File: src/rtl/simmem_release_scheduler.sv
// Delay-slot scheduler: holds each request for its programmed delay, then
// releases IDs in per-ID age order to the linked-list bank.
// Ports: clk_i/rst_i (sync, active-high); req_* allocate a slot (valid/ready);
// release_en_o per-ID enable; rsp_* observed bank handshake frees the
// oldest slot of that ID; occupancy_o busy-slot count; err_o sticky error.
// Optional macro SIMMEM_RELEASE_SCHEDULER_ERR_EN builds the error flag.
module simmem_release_scheduler #(
  parameter int unsigned IDWidth    = 2,
  parameter int unsigned NbSlots    = 8,
  parameter int unsigned DelayWidth = 8
) (
  input  logic                         clk_i,
  input  logic                         rst_i,
  input  logic                         req_valid_i,
  output logic                         req_ready_o,
  input  logic [IDWidth-1:0]           req_id_i,
  input  logic [DelayWidth-1:0]        req_delay_i,
  output logic [2**IDWidth-1:0]        release_en_o,
  input  logic                         rsp_valid_i,
  input  logic                         rsp_ready_i,
  input  logic [IDWidth-1:0]           rsp_id_i,
  output logic [$clog2(NbSlots):0]     occupancy_o,
  output logic                         err_o
);

  localparam int unsigned SlotW = (NbSlots > 1) ? $clog2(NbSlots) : 1;
  localparam int unsigned OccW  = $clog2(NbSlots) + 1;

  typedef enum logic [1:0] {
    SlotFree     = 2'd0,
    SlotCounting = 2'd1,
    SlotExpired  = 2'd2
  } slot_st_e;

  slot_st_e               st_q  [NbSlots];
  slot_st_e               st_d  [NbSlots];
  logic [IDWidth-1:0]     id_q  [NbSlots];
  logic [IDWidth-1:0]     id_d  [NbSlots];
  logic [DelayWidth-1:0]  cnt_q [NbSlots];
  logic [DelayWidth-1:0]  cnt_d [NbSlots];
  // age_q[j][i] set: slot j was allocated before slot i
  logic [NbSlots-1:0]     age_q [NbSlots];
  logic [NbSlots-1:0]     age_d [NbSlots];

  logic [NbSlots-1:0] busy;
  logic [NbSlots-1:0] head;
  logic               alloc_ok;
  logic [SlotW-1:0]   alloc_idx;
  logic               free_hit;
  logic [SlotW-1:0]   free_idx;
  logic               req_fire;
  logic               rsp_fire;

  always_comb begin
    for (int i = 0; i < NbSlots; i++) begin
      busy[i] = (st_q[i] != SlotFree);
    end
  end

  // Descending scan so the lowest free index wins.
  always_comb begin
    alloc_ok  = 1'b0;
    alloc_idx = '0;
    for (int i = NbSlots - 1; i >= 0; i--) begin
      if (!busy[i]) begin
        alloc_ok  = 1'b1;
        alloc_idx = SlotW'(i);
      end
    end
  end

  // A slot is head of its ID if no busy slot of the same ID is older.
  always_comb begin
    for (int i = 0; i < NbSlots; i++) begin
      head[i] = busy[i];
      for (int j = 0; j < NbSlots; j++) begin
        if (j != i && busy[j] && id_q[j] == id_q[i] && age_q[j][i]) begin
          head[i] = 1'b0;
        end
      end
    end
  end

  always_comb begin
    release_en_o = '0;
    free_hit     = 1'b0;
    free_idx     = '0;
    for (int i = 0; i < NbSlots; i++) begin
      if (head[i] && st_q[i] == SlotExpired) begin
        release_en_o[id_q[i]] = 1'b1;
        if (id_q[i] == rsp_id_i) begin
          free_hit = 1'b1;
          free_idx = SlotW'(i);
        end
      end
    end
  end

  always_comb begin
    occupancy_o = '0;
    for (int i = 0; i < NbSlots; i++) begin
      occupancy_o = occupancy_o + OccW'(busy[i]);
    end
  end

  assign req_ready_o = alloc_ok;
  assign req_fire    = req_valid_i && alloc_ok;
  assign rsp_fire    = rsp_valid_i && rsp_ready_i;

  always_comb begin
    st_d  = st_q;
    id_d  = id_q;
    cnt_d = cnt_q;
    age_d = age_q;
    for (int i = 0; i < NbSlots; i++) begin
      if (st_q[i] == SlotCounting) begin
        if (cnt_q[i] <= DelayWidth'(1)) begin
          st_d[i]  = SlotExpired;
          cnt_d[i] = '0;
        end else begin
          cnt_d[i] = cnt_q[i] - DelayWidth'(1);
        end
      end
    end
    // Only an expired head can leave; anything else is ignored.
    if (rsp_fire && free_hit) begin
      st_d[free_idx]  = SlotFree;
      cnt_d[free_idx] = '0;
    end
    // alloc_idx was free at cycle start, so never collides with free_idx.
    if (req_fire) begin
      st_d[alloc_idx]  = (req_delay_i == '0) ? SlotExpired : SlotCounting;
      id_d[alloc_idx]  = req_id_i;
      cnt_d[alloc_idx] = req_delay_i;
      age_d[alloc_idx] = '0;
      for (int j = 0; j < NbSlots; j++) begin
        if (SlotW'(j) != alloc_idx) begin
          age_d[j][alloc_idx] = 1'b1;
        end
      end
    end
  end

  always_ff @(posedge clk_i) begin
    if (rst_i) begin
      for (int i = 0; i < NbSlots; i++) begin
        st_q[i]  <= SlotFree;
        id_q[i]  <= '0;
        cnt_q[i] <= '0;
        age_q[i] <= '0;
      end
    end else begin
      for (int i = 0; i < NbSlots; i++) begin
        st_q[i]  <= st_d[i];
        id_q[i]  <= id_d[i];
        cnt_q[i] <= cnt_d[i];
        age_q[i] <= age_d[i];
      end
    end
  end

`ifdef SIMMEM_RELEASE_SCHEDULER_ERR_EN
  logic err_q;

  always_ff @(posedge clk_i) begin
    if (rst_i) begin
      err_q <= 1'b0;
    end else if (rsp_fire && !free_hit) begin
      err_q <= 1'b1;
    end
  end

  assign err_o = err_q;
`else
  assign err_o = 1'b0;
`endif

endmodule

File: config.mk
export PLATFORM = sky130hd
export DESIGN_NAME = simmem_release_scheduler
export DESIGN_NICKNAME = d
export VERILOG_FILES = /design/src/rtl/simmem_release_scheduler.sv
export SDC_FILE = /design/constraint.sdc
export NUM_CORES = 1
export LEC_CHECK = 0
export CAP_MARGIN = 20
export CORE_AREA = 5 5 125 127
export CTS_BUF_LIST = sky130_fd_sc_hd__clkbuf_4
export DETAILED_ROUTE_END_ITERATION = 8
export DIE_AREA = 0 0 130 132
export HOLD_SLACK_MARGIN = 0.03
export PLACE_DENSITY = 0.77
export SLEW_MARGIN = 20
export SYNTH_ARGS = -nofsm -noshare
export SYNTH_HDL_FRONTEND = slang
export SYNTH_SLANG_ARGS = --single-unit
export TNS_END_PERCENT = 20
File: constraint.sdc
create_clock -name clk_i -period 7 [get_ports clk_i]
set_clock_uncertainty 0.1 [all_clocks]
set_input_delay 1.75 -clock clk_i [delete_from_list [all_inputs] [get_ports clk_i]]
set_output_delay 1.75 -clock clk_i [all_outputs]
set_load 0.1 [all_outputs]
; ---- Yosys cells after proc, flatten, opt, wreduce, memory -nomap -nowiden
; Cells that the tools add are included.
[totals]
reg_bits = 160
wordCells = 515
[classes]
addsub = 15
n_lt_le_gt_ge = 30
n_eq_ne = 87
muxes = 184
bitwise_logic = 23
n_reduce_logical = 144
[ops]
columns = operator, count
row1 = 2-to-1 mux 8 bit, 26
row2 = logical AND 1 bit, 134
row3 = bitwise AND 64 bit, 2
row4 = == test 2 bit, 64
row5 = 2-to-1 mux 64 bit, 2
row6 = inverter 64 bit, 2
row7 = 2-to-1 mux 1 bit, 91
row8 = bitwise mux 64 bit, 1
row9 = less-or-equal comparator 8 x 1 -> 1 bit (second input constant), 8
row10 = bitwise OR 8 bit, 8
row11 = subtractor 8 x 1 -> 8 bit (second input constant), 8
row12 = 2-to-1 mux 3 bit, 20
row13 = demux 8 bit (select 3 bit), 2
row14 = 2-to-1 mux 2 bit, 19
row15 = bitwise mux 16 bit, 2
row16 = 2-to-1 mux 16 bit, 2
row17 = 2-to-1 mux 4 bit, 8
row18 = bitwise OR 4 bit, 7
row19 = < comparator 2 x 3 -> 1 bit (second input constant), 8
row20 = adder 4 x 1 -> 4 bit, 4
row21 = bitwise AND 16 bit, 1
row22 = demux 1 bit (select 2 bit), 8
row23 = == test 2 x 1 -> 1 bit (second input constant), 8
row24 = == test 2 bit (second input constant), 8
row25 = 18 further kinds, 40

; ---- Longest topological paths before layout
; Gate-level depths: netlist (run 1).
[logic_depth]
ltp_word = 34
ltp_mapped = 10
depth_no_buf = 9

; ---- Worst setup path before layout (run 1)
; Ideal clock, no wire load.
[synth_path]
kind = reg2out
startpoint = reg st_q[8] in the netlist's numbering
endpoint = out occupancy_o[2]
arrival_time_ns = 4.413
required_ns = 5.150
setup_slack_ns = 0.737
stages_incl_launch_ff = 11
cell_sequence = dfxtp_1 -> or2_1 -> buf_2 -> inv_2 -> fa_1 -> fa_1 -> fa_1 -> inv_1 -> ha_1 -> fa_1 -> xor2_1
[synth_via]
elab_chain_cells = 6
[synth_rtl]
columns = element, line
row1 = from (decl), 35  ; slot_st_e st_q [NbSlots];
row2 = "from (signal, indexed assignment)", 147  ; st_q[i] <= SlotFree;
row3 = "from (signal, indexed assignment)", 154  ; st_q[i] <= st_d[i];
row4 = nonzero test 2 bit, 56  ; busy[i] = (st_q[i] != SlotFree);
row5 = adder 3 x 1 -> 4 bit, 102  ; occupancy_o = occupancy_o + OccW'(busy[i]);
row6 = adder 4 x 1 -> 4 bit (4 in a row), 102
row7 = to (decl), 22  ; output logic [$clog2(NbSlots):0] occupancy_o,
; No other way between the ends.

; ---- Worst setup path after layout (run 1)
; Same ends and word-level chain as after synthesis.

==> impl_metrics.py, run 1 <==
metrics = {
    "status": {
        "status": "completed",
    },
    "global_routing": {
        "grt_overflow": 0,
        "grt_max_degree": 40,
        "grt_usage": 0.301,
        "grt_pass1_vias": 7222,
        "grt_first_pass_wirelength_microns": 40300,
        "antenna_found_initial": 1,
    },
    "sta": {
        "fin_ws_ns": 0.845,
        "fin_tns_setup_ns": 0,
        "worst_slew_pin_slew_ns": 1.21,
        "whs_ns": 0.379,
        "setup_viol": 0,
        "fmax_mhz": 162,
        "hold_viol": 0,
        "min_period_ns": 6.16,
        "maxSlewHeadroom": 0.196,
        "slew_violations": 0,
        "rsz0062_at_grt": "false",
        "period_share": 0.879,
    },
    "min_path": {
        "hold_path.class": "flop to flop",
    },
    "final_layout": {
        "final_common_cell": "dfxtp_1",
        "stdcell_area_sq_um": 9040,
        "mostFrequentLayoutCells": "152 x dfxtp_1, 89 x nor2_1, 79 x nand2_1, 73 x xor2_1, 56 x a21oi_1",
        "area_growth_pct": 6.58,
        "nFillCells": 1294,
        "layout-drive-gt1-share": 0.0684,
        "fin_cells": 1210,
        "seq_area_sq_um": 3040,
        "finish.net_count": 1053,
        "final_util": 0.632,
        "multi_input_area_sq_um": 5020,
    },
    "clocking": {
        "clock_latency_ns": 0.60,
        "cts_buffer_depth": 2,
        "cts_resized": 0,
        "cts_buffers": 17,
        "root_buffer": "clkbuf_4",
        "clkTransAtPathRegs_ns": 0.13,
        "cts.htree.levels": 4,
        "hold_buffers": 0,
        "clock-sinks": 152,
        "post_cts.repair.setup_buffers": 0,
        "cts_tree": "built",
    },
    "setup_path": {
        "start_kind": "flop",
        "worst-path-buf-inv": 3,
        "cp.arrival_ns": 4.31,
        "slowest_delay_ns": 0.56,
        "critPathSlowestCell": "fa_1",
        "path_class": "flop to output pin",
        "crit_chain": "or2_1 -> inv_2 -> fa_1 -> fa_1 -> fa_1 -> inv_1 -> ha_1 -> fa_1 -> xor2_1 -> buf_4",
        "crit_required_ns": 5.15,
        "crit_top_cell": "fa_1",
        "critPathMaxFanout": 9,
        "reg2reg_slack_ns": 3.44,
        "cpLargestDelayFamily": "adder cells",
        "crit_path_end_kind": "output pin",
    },
    "floorplanning": {
        "initial_utilization": 0.593,
        "die_area_sq_um": 17200,
        "num_rows": 44,
        "fp.coreArea_sq_um": 14300,
        "boundaryPins": 27,
        "die_y_microns": 132,
        "die_w_microns": 130,
    },
    "yosys": {
        "syn_avg_cell_area_sq_um": 8.38,
        "synth_edf_count": 0,
        "synthArstFlopShare": 0,
        "ys_seq_area_frac": 0.359,
        "synth_flop_cell": "dfxtp_1",
        "yosys_warnings": 0,
        "ys_types": 62,
        "syn-num-nets": 1052,
        "ys_seq_elements": 152,
        "syn_area_sq_um": 8480,
        "synth_cells": 1012,
    },
    "pwr": {
        "totalPowerFinal_mw": 2.07,
        "p_leak_nw": 3.35,
        "p_per_area_nw_per_um2": 229,
        "peakVddDrop_mv": 0.376,
    },
    "drt": {
        "routed_via_density": 6.46,
        "drt_first_pass_iters": 5,
        "drtIter0Drc": 880,
        "avgRoutedWirePerCell_microns": 21.1,
        "remaining_drc_errors": 0,
        "wl_microns": 25600,
        "vias": 7814,
        "antenna_left": 0,
    },
    "placed_design": {
        "dpl_cell_area_sq_um": 8810,
        "place.gp.congestion": 1.03,
        "dp_slack_ns": 1.53,
        "dp_hpwl_microns": 18700,
        "dp_cells": 1178,
        "portBuffers": 25,
    },
    "job": {
        "max_cap_violations": 0,
    },
}
## routing by layer
| metal | routed length (microns) | part of all wire | track usage |
|---|---|---|---|
| met1 | 11000 | 0.43 | 0.427 |
| met2 | 11100 | 0.44 | 0.449 |
| met3 | 2310 | 0.090 | 0.0579 |
| met4 | 1100 | 0.043 | 0.118 |
| met5 | 0 | 0 | 0 |
## path summary, 6_finish.rpt
path,from,to,depth (start not counted)
hold reg to reg,age_q[45],age_q[45],1
hold / removal,age_q[45],age_q[45],1
setup / recovery,st_q[8],occupancy_o[2],10
setup reg to reg,st_q[8],cnt_q[12],8
## logic make-up (layout without fill, tap and decap cells)
kind of cell / count (synthesis) / count (layout) / synth area share
AOI/OAI and AO/OA: 225 / 225 / 0.180
xor gates and xnor gates: 122 / 122 / 0.126
adders and majority gates: 23 / 23 / 0.0375
buffers and inverters: 101 / 113 / 0.0502
DFF: 152 / 152 / 0.359
other: 1 / 3 / 0.000442
and+or+nand+nor: 388 / 388 / 0.247
## cell type report
class                      instances  share of cell area
inverter                          43              0.0184
sequential                       152               0.337
clock buffer                      18              0.0149
tap                              184              0.0255
timing repair buffer              40              0.0385
antenna                            2            0.000554
multi-input combinational        759               0.556
clock inverter                    12             0.00969
## synthesized netlist by cell type (all sizes together), types with 8 or more instances
| master | count | share of area |
|---|---|---|
| nand2b | 17 | 0.013 |
| o32ai | 23 | 0.024 |
| a21oi | 57 | 0.034 |
| inv | 42 | 0.019 |
| buf | 29 | 0.018 |
| nor4 | 29 | 0.024 |
| a31oi | 12 | 0.0089 |
| dfxtp | 152 | 0.36 |
| nand3 | 17 | 0.010 |
| nor2 | 89 | 0.039 |
| xor2 | 73 | 0.075 |
| nor4b | 39 | 0.040 |
| ha | 19 | 0.028 |
| clkbuf | 29 | 0.013 |
| nand2 | 79 | 0.035 |
| nor3 | 43 | 0.027 |
| nand4 | 16 | 0.013 |
| or3 | 12 | 0.0089 |
| o22ai | 43 | 0.032 |
| xnor2 | 49 | 0.051 |
| o21a | 46 | 0.041 |
| o21ai | 14 | 0.0083 |
| nor3b | 8 | 0.0071 |
| or2 | 9 | 0.0066 |
| nor2b | 11 | 0.0081 |
## report_power, final
part           total (mW)  switching (mW)  internal [mW]  leakage [nW]
registers            1.01          0.0755          0.931          1.23
logic               0.579           0.378          0.201          2.00
clock network       0.485           0.317          0.168         0.119
total                2.07           0.771           1.30          3.35
## flip-flops by register name, indices dropped and copies added (netlist names), named ones only
signal / cells
age_q: 48
cnt_q: 64
id_q: 16
st_q: 16
Note: power is estimated with default switching activity, not from simulation.
==> run 2, diff against run 1 <==
--- a/config.mk
+++ b/config.mk
@@ -6,10 +6,10 @@
 export NUM_CORES = 1
 export LEC_CHECK = 0
 export CAP_MARGIN = 20
-export CORE_AREA = 5 5 125 127
+export CORE_AREA = 2 2 122 124
 export CTS_BUF_LIST = sky130_fd_sc_hd__clkbuf_4
 export DETAILED_ROUTE_END_ITERATION = 8
-export DIE_AREA = 0 0 130 132
+export DIE_AREA = 0 0 124 126
 export HOLD_SLACK_MARGIN = 0.03
 export PLACE_DENSITY = 0.77
 export SLEW_MARGIN = 20
==> run 2 against run 1 <==
Die area fell by 9.0%. Register-to-register slack got worse by 0.15 ns. Hold slack got worse by 0.0041 ns. Cell count fell by 0.17%. Clock-buffer cell count rose by 4. Combinational power fell by 3%. Core utilization rose by 0.45 points. Global-route usage rose by 2.5 points. Total power rose by 5.4%. Critical path depth did not move. Critical endpoint unchanged. Largest cell class unchanged.
==> impl_metrics.py, run 2 (same netlist as run 1, synthesis figures left out) <==
metrics = {
    "status": {
        "status": "completed",
    },
    "drt": {
        "drt_first_pass_iters": 5,
        "remaining_drc_errors": 0,
        "vias": 7716,
        "wl_microns": 24600,
        "antenna_left": 0,
        "routed_via_density": 6.39,
        "dr_wl_met2_microns": 10700,
        "route.met3.wl_microns": 2080,
        "met1_length_microns": 10800,
        "avgRoutedWirePerCell_microns": 20.4,
        "drtIter0Drc": 787,
        "top_layer_used": "met4",
    },
    "setup_path": {
        "path_class": "flop to output pin",
        "cp.arrival_ns": 4.29,
        "reg2reg_slack_ns": 3.29,
        "critPathSlowestCell": "fa_1",
        "cpLargestDelayFamily": "adder cells",
        "crit_required_ns": 5.15,
        "path_depth": 10,
        "crit_chain": "or2_1 -> inv_2 -> fa_1 -> fa_1 -> fa_1 -> inv_1 -> ha_1 -> fa_1 -> xor2_1 -> buf_4",
        "critPathMaxFanout": 9,
        "rr_worst_depth": 8,
        "worst-path-buf-inv": 3,
        "crit_start": "st_q[8]",
        "start_kind": "flop",
        "r2r_start": "st_q[8]",
        "endpoint": "occupancy_o[2]",
        "slowest_delay_ns": 0.57,
        "crit_top_cell": "fa_1",
        "crit_path_end_kind": "output pin",
        "rr_endpoint": "cnt_q[2]",
    },
    "final_layout": {
        "area_growth_pct": 7.33,
        "reg_top3": "cnt_q x64, age_q x48",
        "nFillCells": 1248,
        "final_common_cell": "dfxtp_1",
        "regMostFlops": "cnt_q",
        "finish.net_count": 1050,
        "mostFrequentLayoutCells": "152 x dfxtp_1, 89 x nor2_1, 79 x nand2_1, 73 x xor2_1, 56 x a21oi_1",
        "final_util": 0.636,
        "multi_input_area_sq_um": 5020,
        "seq_area_sq_um": 3040,
        "largest_register_ffs": 64,
        "layout-drive-gt1-share": 0.0674,
    },
    "clocking": {
        "clock_latency_ns": 0.57,
        "root_buffer": "clkbuf_4",
        "cts_tree": "built",
        "clock-sinks": 152,
        "post_cts.repair.setup_buffers": 0,
        "clkTransAtPathRegs_ns": 0.12,
        "cts_buffer_depth": 2,
        "hold_buffers": 0,
        "cts.htree.levels": 4,
        "cts_buffers": 17,
        "cts_resized": 0,
    },
    "pwr": {
        "p_leak_nw": 3.38,
        "p_sw_frac": 0.348,
        "peakVddDrop_mv": 0.399,
        "p_per_area_nw_per_um2": 240,
        "pwr-share-comb": 0.258,
        "cell_internal_pwr_mw": 1.42,
        "totalPowerFinal_mw": 2.18,
        "pwr-share-seq": 0.461,
        "p_sw_uw": 759,
        "power_frac_clock": 0.281,
    },
    "global_routing": {
        "grt_usage": 0.326,
        "grt_overflow": 0,
        "antenna_found_initial": 1,
        "grt_first_pass_wirelength_microns": 38900,
        "grt_pass1_vias": 7137,
        "grt_max_degree": 41,
    },
    "floorplanning": {
        "boundaryPins": 27,
        "initial_utilization": 0.593,
        "die_y_microns": 126,
        "die_area_sq_um": 15600,
        "die_w_microns": 124,
        "num_rows": 44,
        "fp.coreArea_sq_um": 14300,
    },
    "placed_design": {
        "place.gp.congestion": 1.01,
        "dp_slack_ns": 1.52,
        "portBuffers": 25,
        "dp_hpwl_microns": 17600,
    },
    "min_path": {
        "min_from": "age_q[18]",
        "hold_path.class": "flop to flop",
    },
    "sta": {
        "hold_viol": 0,
        "setup_viol": 0,
        "fin_ws_ns": 0.862,
        "period_share": 0.877,
        "slew_violations": 0,
        "fin_tns_setup_ns": 0,
        "min_period_ns": 6.14,
        "fmax_mhz": 163,
        "rsz0062_at_grt": "false",
        "worst_slew_pin_slew_ns": 1.05,
        "maxSlewHeadroom": 0.297,
    },
    "job": {
        "max_cap_violations": 0,
    },
}
[run 2: worst min-delay path by stage]
stage	endpoint	slack [ns]	depth (start not counted)
finish	age_q[18]	0.38	1
global route	age_q[18]	0.39	1
CTS	age_q[63]	0.38	1
detailed placement	age_q[63]	0.35	1
global placement	age_q[19]	0.34	1
floorplan	age_q[51]	0.33	2
[run 2: area by class of cell]
class                   instances  area share
clock inverters                10      0.0166
inverters                      43      0.0183
diodes                          1    0.000275
clock buffers                  22      0.0181
well taps                     184      0.0253
flip-flops and latches        152       0.334
multi-input cells             759       0.551
repair buffers                 37      0.0357
[run 2: layer usage]
layer / up-vias / GRT usage
li1: 3641 / -
met4: 0 / 0.142
met1: 3623 / 0.458
met5: - / 0
met2: 378 / 0.486
met3: 74 / 0.0643
[run 2: through the flow]
step / cell area [sq um] / hold slack [ns] / std cells
5_1_grt: 9100 / 0.394 / 1208
3_5_place_dp: 8780 / 0.350 / 1175
3_3_place_gp: 8780 / 0.343 / 1175
4_1_cts: 9100 / 0.377 / 1207
2_1_floorplan: 8480 / 0.332 / 1012
6_report: 9100 / 0.375 / 1208
[run 2: power by group through the flow]
stage	Combinational [mW]	Clock, mW	Sequential [mW]
after floorplan	0.441	0	0.990
after global placement	0.544	0	1.02
after detailed placement	0.550	0	1.02
after CTS	0.555	0.618	1.00
after global routing	0.607	0.643	1.01
final	0.564	0.614	1.01
==> edit (flow settings as in run 2) <==
Change the parameter `DelayWidth` from 8 to 10.
--- a/src/rtl/simmem_release_scheduler.sv
+++ b/src/rtl/simmem_release_scheduler.sv
@@ -8,5 +8,5 @@
   parameter int unsigned IDWidth    = 2,
   parameter int unsigned NbSlots    = 8,
-  parameter int unsigned DelayWidth = 8
+  parameter int unsigned DelayWidth = 10
 ) (
   input  logic                         clk_i,
Ports: changed (resized req_delay_i); port bits go from 27 to 29. The function was not compared with the original's and may differ.
==> edit against run 2 <==
Wire length grew 9.6%. Die area is the same. Synthesized area grew 8.1%. Cell area grew 7.3%. Power shrank 1.1%. Sequential cell count grew 16. Combinational power shrank 19%. Worst setup slack lost 200 ps. Largest cell class unchanged.
==> edit: results (changes against run 2) <==
- Status: finished clean
- Netlist cell types: 74 (+19%)
- Critical R2R Launch: st_q[5]$_SDFF_PP0_
- Top cells by area, synth: dfxtp_1 37%, xnor2_1 6.7%, xor2_1 6.7%
- Worst EP arrival: 4490 ps (+200 ps)
- Top flop regs: cnt_q: 80 flops, age_q: 48 flops
- Latest clock arrival within the worst-skew pair: 610 ps (+40 ps)
- Max incr delay on CP: 1130 ps (+560 ps)
- R2R Path End: cnt_q[8]$_SDFF_PP0_
- CTS resizes: 0 (unchanged)
- FFs w/ async S/R, synth: 0% (unchanged)
- Max_slew headroom: 33.0% (+3.3 points)
- Layout cells sized above 1: 6.30% (-0.45 points)
- Clock Path Buffers: 2 (unchanged)
- Pre-Repair DR Iteration Count: 7 (+2)
- Setup slack, reg-to-reg: 3500 ps (+210 ps)
- Area after DPL: 9440 µm² (+7.4%)
- Iteration-0 DRC Markers: 963 (+22%)
- HP Start: age_q[46]$_SDFFE_PP0P_
- Num CTS Buffers: 17 (unchanged)
- Root Driver: clkbuf_4
- Largest net degree at the start of global routing: 31 (-24%)
- Post-synth EDFFs: 0 (unchanged)
- First-pass GRT wire length: 41100 µm (+5.7%)
- Clock transition at the registers of the reported paths: 140 ps (+20 ps)
- Commonest cells post-synth: 168 x dfxtp_1, 106 x nand2_1, 81 x nor2_1, 76 x o22ai_1
- LEAKAGE: 0.00366 µW (+8.3%)
- Vias in the first global route: 7479 (+4.8%)
- DP Wirelength: 19500 µm (+10%)
- Avg WL per Cell: 21.0 µm (+3.2%)
- GP Congestion: 1.04 (+2.7%)
- Vias: 8209 (+6.4%)
- Crit-path slowest cell: clkdlybuf4s50_1
- Port Buffer Count: 27 (+8.0%)
- Seq/Total Area, Yosys: 36.7% (+0.79 points)
- Syn Nets: 1124 (+6.8%)
- Worst Hold Endpoint: age_q[46]$_SDFFE_PP0P_
- Worst vdd ir: 234 µV (-41%)
- # fillers: 1198 (-4.0%)
- Total GRT Usage: 34.8% (+2.2 points)
-- edit: cell count changes in the layout (fill, tap and decap cells not counted), moves of 13 or more --
cell	before	now
a21oi_1	56	41
nor4b_1	39	21
xnor2_1	49	70
nand4_1	15	28
o22ai_1	43	76
nand2_1	79	106
o32ai_1	23	4
dfxtp_1	152	168
-- edit: layout make-up --
type	instances	area share, %
Multi-Input combinational cell	807	54.4
Sequential cell	168	34.4
Timing Repair Buffer	37	3.41
Tap cell	184	2.36
Inverter	52	2.04
Clock inverter	13	1.81
Clock buffer	19	1.46
Antenna cell	3	0.0769
-- edit: cells by family after synthesis --
| family | count (synthesis) | synth area share (%) |
|---|---|---|
| adder cells (fa/ha/maj) | 23 | 3.46 |
| buffers and inverters | 107 | 5.48 |
| AO/OA/AOI/OAI | 232 | 16.8 |
| AND/OR/NAND/NOR | 410 | 24.0 |
| flip-flops | 168 | 36.7 |
| other | 1 | 0.0409 |
| XOR/XNOR | 141 | 13.5 |
-- edit: layer usage --
metal  track usage (%)  wire, µm  share of wire (%)  up-vias
met5                 0         0                  0        -
met2              55.6     12500                 46      346
met4              12.4       934                3.5        0
met3              7.29      1820                6.7       86
met1              46.5     11700                 44     3913
li1                  -         -                  -     3864
-- edit: power breakdown --
part           total (µW)  switching [µW]  internal (µW)  leakage [µW]
clock                 636             347            289      0.000172
combinational         458             303            155       0.00213
sequential           1060            54.1           1010       0.00136
total                2160             705           1450       0.00366
-- edit: how the worst max path moves through the flow --
stage | start | end | slack [ps] | depth (start not counted)
floorplan | st_q[8]$_SDFF_PP0_ | occupancy_o[2] | 640 | 11
detailed placement | st_q[14]$_SDFF_PP0_ | occupancy_o[0] | 1390 | 8
CTS | st_q[15]$_SDFF_PP0_ | occupancy_o[0] | 650 | 8
finish | st_q[15]$_SDFF_PP0_ | occupancy_o[0] | 660 | 8
global route | st_q[15]$_SDFF_PP0_ | occupancy_o[0] | 470 | 8
global placement | st_q[15]$_SDFF_PP0_ | occupancy_o[0] | 1380 | 8
-- edit: metrics by stage --
stage,hold WS (ps),instances,setup WS (ps),util [%],power [µW]
final,374,1283,661,68.2,2160
after global placement,347,1248,1380,65.9,1520
after detailed placement,347,1248,1390,65.9,1530
after floorplan,332,1082,636,-,1420
after global routing,396,1282,474,68.2,2240
after CTS,374,1280,652,68.2,2150
-- edit: critical path: cells and delay by family, from the launching register on --
family        cells  cell delay [ps]
simple gates      1              280
flops             1              400
fa+ha+maj         4             1820
buf+inv           3             1390
